$ cat src/rtl/prio_encoder_8_3.sv
// Sequential priority encoder: sticky pending requests, masked priority pick,
// registered code with a valid/ready handshake that clears the accepted line.
module prio_encoder_8_3 #(
    parameter int N        = 8,
    parameter int W        = 3,
    parameter int LOW_WINS = 1
) (
    input  logic         clk,
    input  logic         rst,
    input  logic [N-1:0] req,
    input  logic [N-1:0] mask,
    output logic [W-1:0] code,
    output logic         valid,
    input  logic         ready,
    output logic [N-1:0] pending
);

    typedef enum logic {IDLE, HOLD} state_t;

    state_t         state_q, state_d;
    logic [W-1:0]   code_q, code_d;
    logic           valid_q, valid_d;
    logic [N-1:0]   pending_q, pending_d;

    logic           fire;
    logic [N-1:0]   clr;
    logic [N-1:0]   cand;
    logic           any_cand;
    logic [W-1:0]   sel;

    assign fire      = valid_q & ready;
    assign clr       = fire ? (N'(1) << code_q) : '0;
    // A new request on the line being cleared wins, so it is served again later.
    assign pending_d = (pending_q & ~clr) | req;
    assign cand      = pending_d & ~mask;
    assign any_cand  = |cand;

    always_comb begin
        sel = '0;
        if (LOW_WINS != 0) begin
            for (int i = N - 1; i >= 0; i--) begin
                if (cand[i]) sel = W'(i);
            end
        end else begin
            for (int i = 0; i < N; i++) begin
                if (cand[i]) sel = W'(i);
            end
        end
    end

    always_comb begin
        state_d = state_q;
        code_d  = code_q;
        valid_d = valid_q;
        case (state_q)
            IDLE: begin
                if (any_cand) begin
                    code_d  = sel;
                    valid_d = 1'b1;
                    state_d = HOLD;
                end
            end
            HOLD: begin
                // Code is frozen until accepted; a fire reloads it in the same edge.
                if (fire) begin
                    if (any_cand) begin
                        code_d = sel;
                    end else begin
                        valid_d = 1'b0;
                        state_d = IDLE;
                    end
                end
            end
            default: begin
                valid_d = 1'b0;
                state_d = IDLE;
            end
        endcase
    end

    always_ff @(posedge clk or posedge rst) begin
        if (rst) begin
            state_q   <= IDLE;
            code_q    <= '0;
            valid_q   <= 1'b0;
            pending_q <= '0;
        end else begin
            state_q   <= state_d;
            code_q    <= code_d;
            valid_q   <= valid_d;
            pending_q <= pending_d;
        end
    end

    assign code    = code_q;
    assign valid   = valid_q;
    assign pending = pending_q;

endmodule

$ cat config.mk
export PLATFORM = sky130hd
export DESIGN_NAME = prio_encoder_8_3
export DESIGN_NICKNAME = d
export VERILOG_FILES = /design/src/rtl/prio_encoder_8_3.sv
export SDC_FILE = /design/constraint.sdc
export NUM_CORES = 1
export LEC_CHECK = 0
export BUFFER_PORTS_ARGS = -buffer_cell sky130_fd_sc_hd__buf_4
export CAP_MARGIN = 20
export CORE_MARGIN = 8
export CORE_UTILIZATION = 42
export DETAILED_ROUTE_END_ITERATION = 12
export GPL_TIMING_DRIVEN = 1
export PLACE_DENSITY = 0.74
export SLEW_MARGIN = 20
export SYNTH_ARGS = -nofsm -noshare
export SYNTH_HDL_FRONTEND = slang
export SYNTH_SLANG_ARGS = --single-unit
$ cat constraint.sdc
create_clock -name clk -period 1.8 [get_ports clk]
set_clock_uncertainty 0.1 [all_clocks]
set_input_delay 0.09 -clock clk [delete_from_list [all_inputs] [get_ports clk]]
set_output_delay 0.09 -clock clk [all_outputs]
set_load 0.05 [all_outputs]
Yosys cells after proc, flatten, opt, wreduce, memory -nomap -nowiden
Index checks and enable logic that the tools add are counted.
{ "classes": {"n_eq_ne": 3, "reduce_logical": 2, "shifts": 1, "mux": 19, "bitwise_logic": 7} }
{ "ops": {"columns": ["operator", "count"], "rows": [
  ["2-to-1 mux 3 bit", 10],
  ["AND 8 bit", 2],
  ["inverter 8 bit", 2],
  ["2-to-1 mux 8 bit", 1],
  ["bitwise OR 8 bit", 1],
  ["OR reduction 8 bit", 1],
  ["left shift 1 x 3 -> 8 bit (first input constant)", 1],
  ["one-hot mux 3 bit (2 select lines)", 1],
  ["2-to-1 mux 1 bit", 5],
  ["!= test 2 bit (second input constant)", 2],
  ["one-hot mux 1 bit (2 select lines)", 2],
  ["AND reduction 3 bit", 1],
  ["!= test 2 x 1 -> 1 bit (second input constant)", 1],
  ["AND 1 bit", 1],
  ["inverter 1 bit", 1]
]} }
{ "word_totals": {"output_inout_bits": 12, "input_bits": 19, "register_bits": 13, "word_cells": 36} }

Longest topological paths before layout
Gate-level depths: netlist of run 1.
{ "depth": {"depth_word": 17, "mapped_depth": 6} }

Worst setup path after synthesis of run 1
Ideal clock, no wire load.
{ "synth_timing": {"path_kind": "reg2reg", "from": "reg valid_q (netlist: valid)", "to": "reg valid_q (netlist: valid)", "arrival_ns": 1.858, "slack_ns": -0.277, "required_ns": 1.581, "setup_time_ns": 0.119, "path_buffers": 0, "period_less_slack_ns": 2.077, "stages_incl_launch_ff": 7, "cell_sequence": "dfrtp_1 nand3_1 o31a_1 nor2_1 and4_4 nor2_1 o21a_1"} }
{ "synth_via": {"elab_chain_len": 9, "word_cells_on_any_way": 11} }
{ "synth_lines": {"columns": ["element", "line_no", "rtl"], "rows": [
  ["start: declaration", "22", "logic valid_q, valid_d;"],
  ["start signal: assignment", "90", "valid_q <= valid_d;"],
  ["AND 1 bit (*)", "31", "assign fire = valid_q & ready;"],
  ["2-to-1 mux 8 bit", "32", "assign clr = fire ? (N'(1) << code_q) : '0;"],
  ["inverter 8 bit", "34", "assign pending_d = (pending_q & ~clr) | req;"],
  ["AND 8 bit", "34", null],
  ["bitwise OR 8 bit", "34", null],
  ["AND 8 bit", "35", "assign cand = pending_d & ~mask;"],
  ["OR reduction 8 bit", "36", "assign any_cand = |cand;"],
  ["!= test 2 bit (no source line)", null, null],
  ["AND reduction 3 bit (no source line) (*)", null, null]
]} }
Every way passes the cells marked *; elsewhere a longest branch is shown, timed or not.
A chain may end at the register's enable or synchronous reset.

Final worst setup path of run 1
{ "layout_timing": {"from": "reg code_q[0] (netlist: code[0])", "to": "reg valid_q (netlist: valid)"} }
{ "layout_via": {"elab_chain_len": 9, "word_cells_on_any_way": 10} }
{ "layout_lines": {"columns": ["element", "line_no", "rtl"], "rows": [
  ["start: declaration", "21", "logic [W-1:0] code_q, code_d;"],
  ["start signal: assignment", "89", "code_q <= code_d;"],
  ["left shift 1 x 3 -> 8 bit (*)", "32", null],
  ["2-to-1 mux 8 bit (*)", "32", null],
  ["inverter 8 bit (*)", "34", null],
  ["AND 8 bit (*)", "34", null],
  ["bitwise OR 8 bit (*)", "34", null],
  ["AND 8 bit (*)", "35", null],
  ["OR reduction 8 bit (*)", "36", null],
  ["!= test 2 bit (no source line)", null, null],
  ["AND reduction 3 bit (no source line) (*)", null, null]
]} }
Marks and branches as above.

==> summary.md, run 1 <==
| Metric | Value |
|---|---|
| Status | complete, but fails checks |
| Violated checks | negative setup slack |
| Die area | 0.00347 mm2 |
| Synth top area cells | dfrtp_1 (42%), nor2_1 (6.3%), nand2b_1 (4.9%) |
| Unrepaired setup endpoints after global routing | yes |
| Rel. slew slack | 66.0% |
| Maximum Capacitance Violations | 0 |
| Placed Cells | 152 |
| Largest area contributor in the netlist | dfrtp_1 |
| Min-Delay Startpoint | ready |
| Rows | 15 |
| Synthesized cell area | 773 um2 |
| Crit path max fanout | 6 |
| GR Layer Usage met3 | 4.35% |
| Detailed Route Iter0 Violations | 34 |
| Reg2Reg Setup Slack | -0.09 ns |
| CTS Sinks | 13 |
| Placer Congestion | 0.837 |
| Area of placed instances | 0.00111 mm2 |
| CTS Buffer Depth | 2 |
| Final period demand of the worst path | 1.89 ns |
| Post-layout power | 1.02 mW |
| Die W | 58.9 um |
| Yosys top cell area share | 42.1% |
| Post-Syn Nets | 107 |
| Antenna cells | 0 |
| Clk slew on worst S/H paths | 0.08 ns |
| Slew @ Worst Pin | 0.509 ns |
| Crit path required time | 1.87 ns |
| Post-synthesis async set-or-reset flop share | 100% |
| M1 GR Usage | 16.5% |
| Worst reg2reg path startpoint | code[0]$_DFFE_PP0P_ |
| Achievable Freq | 0.530 GHz |
| Final worst setup slack | -0.0865 ns |
| Fraction of layout cells with a size suffix above 1 | 46.9% |
| Fin cells | 170 |
| Fin area | 0.00129 mm2 |
| Syn. warnings | 0 |
| Final Hold Viols | 0 |
| Initial antenna violation count | 0 |
| Synthesized area per cell | 8.79 um2 |
| Post-route clock period utilization | 105% |
| Most frequent cells after synthesis | dfrtp_1 (13), nor2_1 (13), nand2_1 (9) |
| Crit. End Element | flop |
| CP startpoint kind | flop |
| Distinct cells, synth | 26 |
| Post-synth EDFFs | 0 |
| Via density | 5.10 |
| Core footprint | 0.00173 mm2 |
| Post-Route WL | 2430 um |
| Drt drc | 0 |
| # port buffers | 30 |
| Pin count of the biggest net entering global routing | 14 |
| Worst Setup Path Type | reg -> reg |
| Antenna-violating nets left | 0 |
| Seq/Total Area, Yosys | 42.1% |
| Global-route wire length before repair | 4030 um |
| Clock latency on the worst-skew pair | 0.28 ns |
| Vias in the first global route | 911 |
| Pwr Density | 791 mW/mm2 |
| Via count of the routed design | 867 |
| Clock root buffer | clkbuf_4 |
| Final-report setup violation count | 2 |
| Initial core utilization | 44.8% |
| Slew Limit Fails | 0 |
| Leakage | 0.561 nW |
| Worst IR Drop VDD | 0.713 mV |
| Post-DP HPWL | 1790 um |
| Gate count after technology mapping | 88 |
| Critical path arrival | 1.96 ns |
| Global-route usage over all layers | 14.7% |
| TritonRoute pass-1 iters | 4 |
| Worst setup path start | code[0]$_DFFE_PP0P_ |
| Synth Flop Type | dfrtp_1 |
| GR peak layer | met2 |
| Final #Nets | 165 |
| Depth of the CTS H-tree | 1 |
| Die H | 58.9 um |
| Hold WC Path Type | in -> reg |
| Routing usage on met2 | 25.7% |
| Area growth from synthesis to layout | 66.8% |
| Yosys reg bits | 13 |
| I/O pins | 31 |
| Avg WL per Cell | 14.3 um |
| Total CTS buffers | 3 |
| TritonCTS clock tree | yes |
| GR Overflow Total | 0 |
-- layout make-up --
| class | count | area, um2 |
|---|---|---|
| Inverter | 6 | 22.5 |
| Multi-Input combinational cell | 69 | 459 |
| Fill cell | 123 | 437 |
| Timing Repair Buffer | 53 | 420 |
| Sequential cell | 13 | 330 |
| Clock buffer | 4 | 26.3 |
| Tap cell | 25 | 31.3 |
-- registers in the layout, summed over array words and instances, names as in the netlist --
signal / cells
code: 3
pending: 8
state_q: 1
valid: 1
-- stage by stage --
step / setup TNS, ns / util, % / hold WS, ns / setup slack, ns
2_1_floorplan: -0.180 / - / -0.133 / -0.0988
3_3_place_gp: -0.00473 / 64.4 / 0.0545 / -0.00419
3_5_place_dp: -0.141 / 64.4 / 0.0575 / -0.0906
4_1_cts: -0.153 / 73.2 / 0.0529 / -0.0907
5_1_grt: -0.455 / 74.7 / 0.0641 / -0.181
6_report: -0.150 / 74.7 / 0.0537 / -0.0865
-- routing by layer --
metal  up-vias  routed length [um]  part of all wire, %
met1       402                1090                   45
li1        430                   -                    -
met5         -                   0                    0
met2        33                1170                   48
met4         0                  15                 0.62
met3         2                 151                  6.2
-- power by group --
| part | leakage [nW] | internal, mW | switching, mW |
|---|---|---|---|
| logic | 0.422 | 0.205 | 0.263 |
| registers | 0.124 | 0.326 | 0.0350 |
| clock network | 0.0150 | 0.0859 | 0.105 |
-- timing repair --
item	4_1_cts	5_1_grt
setup endpoints to repair	3	5
gates resized for setup	5	1
hold buffers	9	0
buffers inserted	3	3
pin swaps	7	6
hold endpoints to repair	21	0
-- path summary, 6_finish.rpt --
path / endpoint / depth (start not counted)
hold reg to reg: pending[0]$_DFF_PP0_ / 2
max in group asynchronous: code[1]$_DFFE_PP0P_ / 3
hold / removal: valid$_DFFE_PP0P_ / 3
min in group asynchronous: pending[5]$_DFF_PP0_ / 3
setup reg to reg: valid$_DFFE_PP0P_ / 6
setup / recovery: valid$_DFFE_PP0P_ / 6
-- cell families (layout without fill, tap and decap cells) --
family	Yosys count	count (layout)	synth area share (%)
AND/OR/NAND/NOR	39	39	25.6
flip-flops	13	13	42.1
AO/OA/AOI/OAI	30	30	29.5
buffers and inverters	6	63	2.91
-- cell usage in the layout, fill, tap and decap left out, drive strengths merged --
cell type	instances
nand2b	6
inv	6
buf	44
a311o	1
nor3	2
nand3b	1
a21o	1
a21oi	6
nor2	13
dfrtp	13
o31a	4
and3b	2
and4	1
o21ba	3
o22ai	1
a311oi	3
o31ai	1
nand3	2
o21a	2
and2	2
dlygate4sd3	9
clkbuf	4
o21ai	7
nand2	9
o41ai	1
and3	1
-- critical path, cell delays in order (launching register included) --
cell and delay [ns]:
dfrtp_2 0.44, nand3b_1 0.26, o31ai_2 0.32, o31a_2 0.20
and4_4 0.25, nor2_1 0.04, o21a_1 0.16
Power figures use the tool's default switching activity.
==> inputs of run 2 (changes only) <==
--- a/config.mk
+++ b/config.mk
@@ -9,3 +9,3 @@
 export CAP_MARGIN = 20
-export CORE_MARGIN = 8
+export CORE_MARGIN = 10
 export CORE_UTILIZATION = 42
@@ -18 +18,2 @@
 export SYNTH_SLANG_ARGS = --single-unit
+export TNS_END_PERCENT = 10
==> constraint.sdc (replaced) <==
create_clock -name clk -period 1.8 [get_ports clk]
set_clock_uncertainty 0.1 [all_clocks]
set_input_delay 0 -clock clk [delete_from_list [all_inputs] [get_ports clk]]
set_output_delay 0 -clock clk [all_outputs]
set_load 0.05 [all_outputs]
==> summary.md, run 2 (synthesis gave the netlist of run 1 again) <==
| Metric | Value |
|---|---|
| Via count of the routed design | 863 |
| Post-route core utilization | 73.2% |
| Crit path max fanout | 6 |
| Logic pwr share | 44.9% |
| Clock root buffer | clkbuf_4 |
| Placed Cells | 152 |
| Crit-path cells | nand3b_1, o31ai_2, o31a_2, and4_4, nor2_2, o21a_1 |
| TritonCTS clock tree | yes |
| Reg2Reg Depth | 6 |
| Final #Nets | 164 |
| Most frequent cells in the layout | buf_4 (42), nor2_1 (11), dlygate4sd3_1 (10) |
| Post-Route WL | 2350 um |
| P_sw | 391 uW |
| Int Power | 602 uW |
| Worst reg2reg path startpoint | code[0]$_DFFE_PP0P_ |
| Violated checks | negative setup slack |
| Most common cell after layout, fill and taps aside | buf_4 |
| Hold Path Sink | code[0]$_DFFE_PP0P_ |
| Clk slew on worst S/H paths | 0.08 ns |
| Vias in the first global route | 857 |
| I/O pins | 31 |
| Antenna-violating nets left | 0 |
| Avg WL per Cell | 13.9 um |
| Flop pwr share | 36.3% |
| Hold path depth | 3 |
| Max FFs per register | 8 |
| Die area | 0.00396 mm2 |
| Final Hold Viols | 0 |
| Maximum Capacitance Violations | 0 |
| Die W | 62.9 um |
| Slew @ Worst Pin | 0.499 ns |
| Post-route clock period utilization | 104% |
| Slew Limit Fails | 0 |
| Worst Setup Path Type | reg -> reg |
| Initial core utilization | 44.3% |
| # port buffers | 30 |
| Die H | 62.9 um |
| Final worst setup slack | -0.0804 ns |
| CP startpoint kind | flop |
| Net Sw Frac | 39.4% |
| Rows | 15 |
| Drt drc | 0 |
| Global-route usage over all layers | 12.0% |
| Initial antenna violation count | 0 |
| Via density | 5.11 |
| Reg2Reg Setup Slack | -0.08 ns |
| Placer Congestion | 0.896 |
| Min-Delay Startpoint | mask[0] |
| Post-DP HPWL | 1820 um |
| Fraction of layout cells with a size suffix above 1 | 45.8% |
| TritonRoute pass-1 iters | 4 |
| Achievable Freq | 0.532 GHz |
| Unrepaired setup endpoints after global routing | yes |
| Final-report setup violation count | 2 |
| GR Overflow Total | 0 |
| Crit path required time | 1.89 ns |
| Rel. slew slack | 66.7% |
| Global-route wire length before repair | 3900 um |
| Status | complete, but fails checks |
| Depth of the CTS H-tree | 1 |
| Pwr Density | 778 mW/mm2 |
| Antenna cells | 0 |
| Clock power share | 18.8% |
| Clock latency on the worst-skew pair | 0.29 ns |
| Leakage | 0.558 nW |
| Core footprint | 0.00175 mm2 |
| Reg-to-Reg End | valid$_DFFE_PP0P_ |
| TNS Setup | -0.136 ns |
| CTS Sinks | 13 |
| CTS Buffer Depth | 2 |
| Area growth from synthesis to layout | 65.2% |
| Critical path arrival | 1.97 ns |
| Slowest CP cell | dfrtp_2 |
| Total CTS buffers | 3 |
| Worst IR Drop VDD | 0.577 mV |
| Hold WS | 0.0743 ns |
| Pin count of the biggest net entering global routing | 14 |
| Fin cells | 169 |
| Crit. End Element | flop |
| Final period demand of the worst path | 1.88 ns |
| Hold WC Path Type | in -> reg |
| CP peak stage delay | 0.44 ns |
| Detailed Route Iter0 Violations | 19 |
run 2: repair_timing:
action,in CTS,in global routing
setup buffers,1,2
hold buffers,10,0
endpoints found under the hold margin,24,0
setup endpoints to repair,3,4
resized for setup,5,0
pin swaps,4,3
run 2: per-stage QoR:
stage                     cell area (um2)  setup slack [ns]  total power [mW]
final                                1280           -0.0804             0.994
after global placement               1110           -0.0282             0.772
after CTS                            1260           -0.0568             0.996
after floorplan                       786           -0.0988             0.611
after global routing                 1280            -0.196              1.06
after detailed placement             1110           -0.0600             0.779
run 2: cell type report:
type | count | area (um2)
Clock buffer | 3 | 22.5
Clock inverter | 1 | 5.00
Fill cell | 132 | 468
Inverter | 6 | 22.5
Multi-Input combinational cell | 69 | 450
Sequential cell | 13 | 330
Tap cell | 25 | 31.3
Timing Repair Buffer | 52 | 415
run 2: per-layer routing:
layer | global-route usage (%) | wire length, um | vias up
met3 | 5.38 | 161 | 4
met5 | 0 | 0 | -
met1 | 12.7 | 963 | 404
met2 | 20.6 | 1210 | 23
li1 | - | - | 432
met4 | 4.19 | 22 | 0
run 2: worst max-delay path: cells and delay by family, from the launching register on:
kind / cells / cell delay (ns)
AOI/OAI and AO/OA: 3 / 0.68
DFF: 1 / 0.44
and+or+nand+nor: 3 / 0.56
run 2: worst max path at each step:
stage,from,end,slack (ns),cells after the start
2_1_floorplan,code[0]$_DFFE_PP0P_,valid$_DFFE_PP0P_,-0.1,6
3_3_place_gp,code[0]$_DFFE_PP0P_,valid$_DFFE_PP0P_,-0.03,6
3_5_place_dp,code[0]$_DFFE_PP0P_,valid$_DFFE_PP0P_,-0.06,6
4_1_cts,code[0]$_DFFE_PP0P_,valid$_DFFE_PP0P_,-0.06,6
5_1_grt,code[0]$_DFFE_PP0P_,valid$_DFFE_PP0P_,-0.20,6
6_report,code[0]$_DFFE_PP0P_,valid$_DFFE_PP0P_,-0.08,6
run 2: power groups by stage:
stage	Sequential, mW	Combinational (mW)	Clock, mW
4_1_cts	0.360	0.445	0.192
2_1_floorplan	0.471	0.140	0
6_report	0.361	0.446	0.187
3_3_place_gp	0.362	0.410	0
3_5_place_dp	0.365	0.414	0
5_1_grt	0.367	0.482	0.208
==> inputs of run 3 (changes only) <==
- ABC_AREA: not set -> 1
- CORE_UTILIZATION: 42 -> 41
- PLACE_DENSITY: 0.74 -> 0.72
==> summary.md, run 3 <==
| Metric | Value |
|---|---|
| Status | completed |
| Area of placed instances | 0.00102 mm2 |
| Global-route wire length before repair | 3590 um |
| Post-route core utilization | 66.2% |
| TritonCTS clock tree | yes |
| Crit-path cells | nand2_1, nor2_2, nand2_1, nand2_1, nand2_1, nand2_1, nand2_2, nor2_4, nand2_2, nand2_4, nor2_1, nand2_1, nand2_1 |
| Initial antenna violation count | 0 |
| Worst IR Drop VDD | 0.324 mV |
| CP peak stage delay | 0.40 ns |
| Die H | 63.0 um |
| Gate count after technology mapping | 110 |
| Fill cell count | 163 |
| Achievable Freq | 0.610 GHz |
| Multi-input logic area | 325 um2 |
| GR peak layer | met2 |
| Vias in the first global route | 864 |
| Pin count of the biggest net entering global routing | 14 |
| Yosys reg bits | 13 |
| TNS Setup | 0 ns |
| GR Layer Usage met3 | 2.51% |
| Most frequent cells in the layout | nand2_1 (39), buf_4 (30), inv_1 (29) |
| Slew Limit Fails | 0 |
| Clock latency on the worst-skew pair | 0.28 ns |
| Critical path arrival | 1.72 ns |
| Post-DP HPWL | 1660 um |
| Post-synthesis async set-or-reset flop share | 100% |
| Rel. slew slack | 67.0% |
| Crit path required time | 1.88 ns |
| Via count of the routed design | 793 |
| Final #Nets | 175 |
| CTS Sinks | 13 |
| Most used cell, CP | nand2_1 |
| Placer Congestion | 0.787 |
| Final-report setup violation count | 0 |
| Total CTS buffers | 3 |
| Die area | 0.00397 mm2 |
| Global-route usage over all layers | 11.0% |
| Rows | 15 |
| Post-synth EDFFs | 0 |
| Postcts setup bufs | 0 |
| Via density | 4.41 |
| Post-Route WL | 2020 um |
| I/O pins | 31 |
| Post-route clock period utilization | 91.1% |
| Slew @ Worst Pin | 0.494 ns |
| Final period demand of the worst path | 1.64 ns |
| Synth Flop Type | dfrtp_1 |
| Placed Cells | 165 |
| Final Hold Viols | 0 |
| Depth of the CTS H-tree | 1 |
| Register area | 329 um2 |
| Min-Delay Startpoint | mask[2] |
| Die W | 63.0 um |
| Synth top area cells | dfrtp_1 (43%), nand2_1 (19%), inv_1 (14%) |
| Clk slew on worst S/H paths | 0.08 ns |
| Synthesized area per cell | 6.90 um2 |
| TritonRoute pass-1 iters | 4 |
| Hold WC Path Type | in -> reg |
| Fin cells | 180 |
| Area growth from synthesis to layout | 52.2% |
| Maximum Capacitance Violations | 0 |
| Fraction of layout cells with a size suffix above 1 | 32.9% |
| Fin area | 0.00116 mm2 |
| Crit path max fanout | 5 |
| Antenna cells | 0 |
| Largest area contributor in the netlist | dfrtp_1 |
| Avg WL per Cell | 11.2 um |
| Core footprint | 0.00175 mm2 |
| Most frequent cells after synthesis | nand2_1 (39), inv_1 (29), dfrtp_1 (13) |
| Worst setup path start | valid$_DFFE_PP0P_ |
| Detailed Route Iter0 Violations | 9 |
| Pwr Density | 492 mW/mm2 |
| Post-Syn Nets | 129 |
| Routing usage on met2 | 21.1% |
| Drt drc | 0 |
| Yosys top cell area share | 42.8% |
| GR Overflow Total | 0 |
| Worst reg2reg path startpoint | valid$_DFFE_PP0P_ |
| Seq/Total Area, Yosys | 42.8% |
| Synthesized cell area | 759 um2 |
| Slowest CP cell | dfrtp_2 |
| Most common cell after layout, fill and taps aside | nand2_1 |
| Crit. End Element | flop |
| M1 GR Usage | 9.63% |
| Max FFs per register | 8 |
| # port buffers | 30 |
| Worst Setup Path Type | reg -> reg |
| Distinct cells, synth | 13 |
| Most common cell in the netlist | nand2_1 |
| Initial core utilization | 43.5% |
| Clock root buffer | clkbuf_4 |
| CTS Buffer Depth | 2 |
| Antenna-violating nets left | 0 |
| Leakage | 0.671 nW |
| Unrepaired setup endpoints after global routing | no |
| Syn. warnings | 0 |
| CP startpoint kind | flop |
-- run 3: path summary, 6_finish.rpt --
| kind | to | slack [ns] | depth (start not counted) |
|---|---|---|---|
| max reg2reg | code[0]$_DFFE_PP0P_ | 0.16 | 13 |
| min in group asynchronous | pending[0]$_DFF_PP0_ | 0.19 | 3 |
| max | code[0]$_DFFE_PP0P_ | 0.16 | 13 |
| min | code[0]$_DFFE_PP0P_ | 0.04 | 7 |
| max in group asynchronous | code[2]$_DFFE_PP0P_ | 1.05 | 3 |
| min reg2reg | pending[0]$_DFF_PP0_ | 0.40 | 2 |
-- run 3: cell families after synthesis --
group / synth area share [%]
DFF: 42.8
and+or+nand+nor: 36.7
AOI/OAI and AO/OA: 6.09
buffers and inverters: 14.3
-- run 3: per-stage QoR --
stage	power, mW	hold slack [ns]	worst slack, ns
global placement	0.367	-0.0354	0.184
finish	0.569	0.0366	0.160
global route	0.600	0.0776	0.00334
floorplan	0.332	-0.223	0.00574
detailed placement	0.369	-0.0291	0.170
CTS	0.576	0.0267	0.157
-- run 3: final cells by class --
class                           instances  share of cell area [%]
Clock buffer                            4                    2.27
Sequential cell                        13                    28.5
Tap cell                               25                    2.71
Timing Repair Buffer                   41                    29.0
Multi-Input combinational cell         68                    28.1
Inverter                               29                    9.42
-- run 3: per-layer routing --
layer  part of all wire (%)  wire length [um]
met1                     37               748
met2                     54              1090
met3                    5.8               117
met4                    3.1                62
met5                      0                 0
-- run 3: where the power goes --
part	switching [mW]	internal, mW
combinational	0.0378	0.0517
clock	0.102	0.0862
sequential	0.000000000000000199	0.292
-- run 3: timing repair --
item	4_1_cts	5_1_grt
endpoints found under the hold margin	23	0
endpoints found under the setup margin	0	1
resized for setup	0	1
hold buffers	11	0
-- run 3: worst max-delay path, delay by kind of cell (launching register included) --
family	cells	cell delay [ns]
and+or+nand+nor	13	1.04
DFF	1	0.40
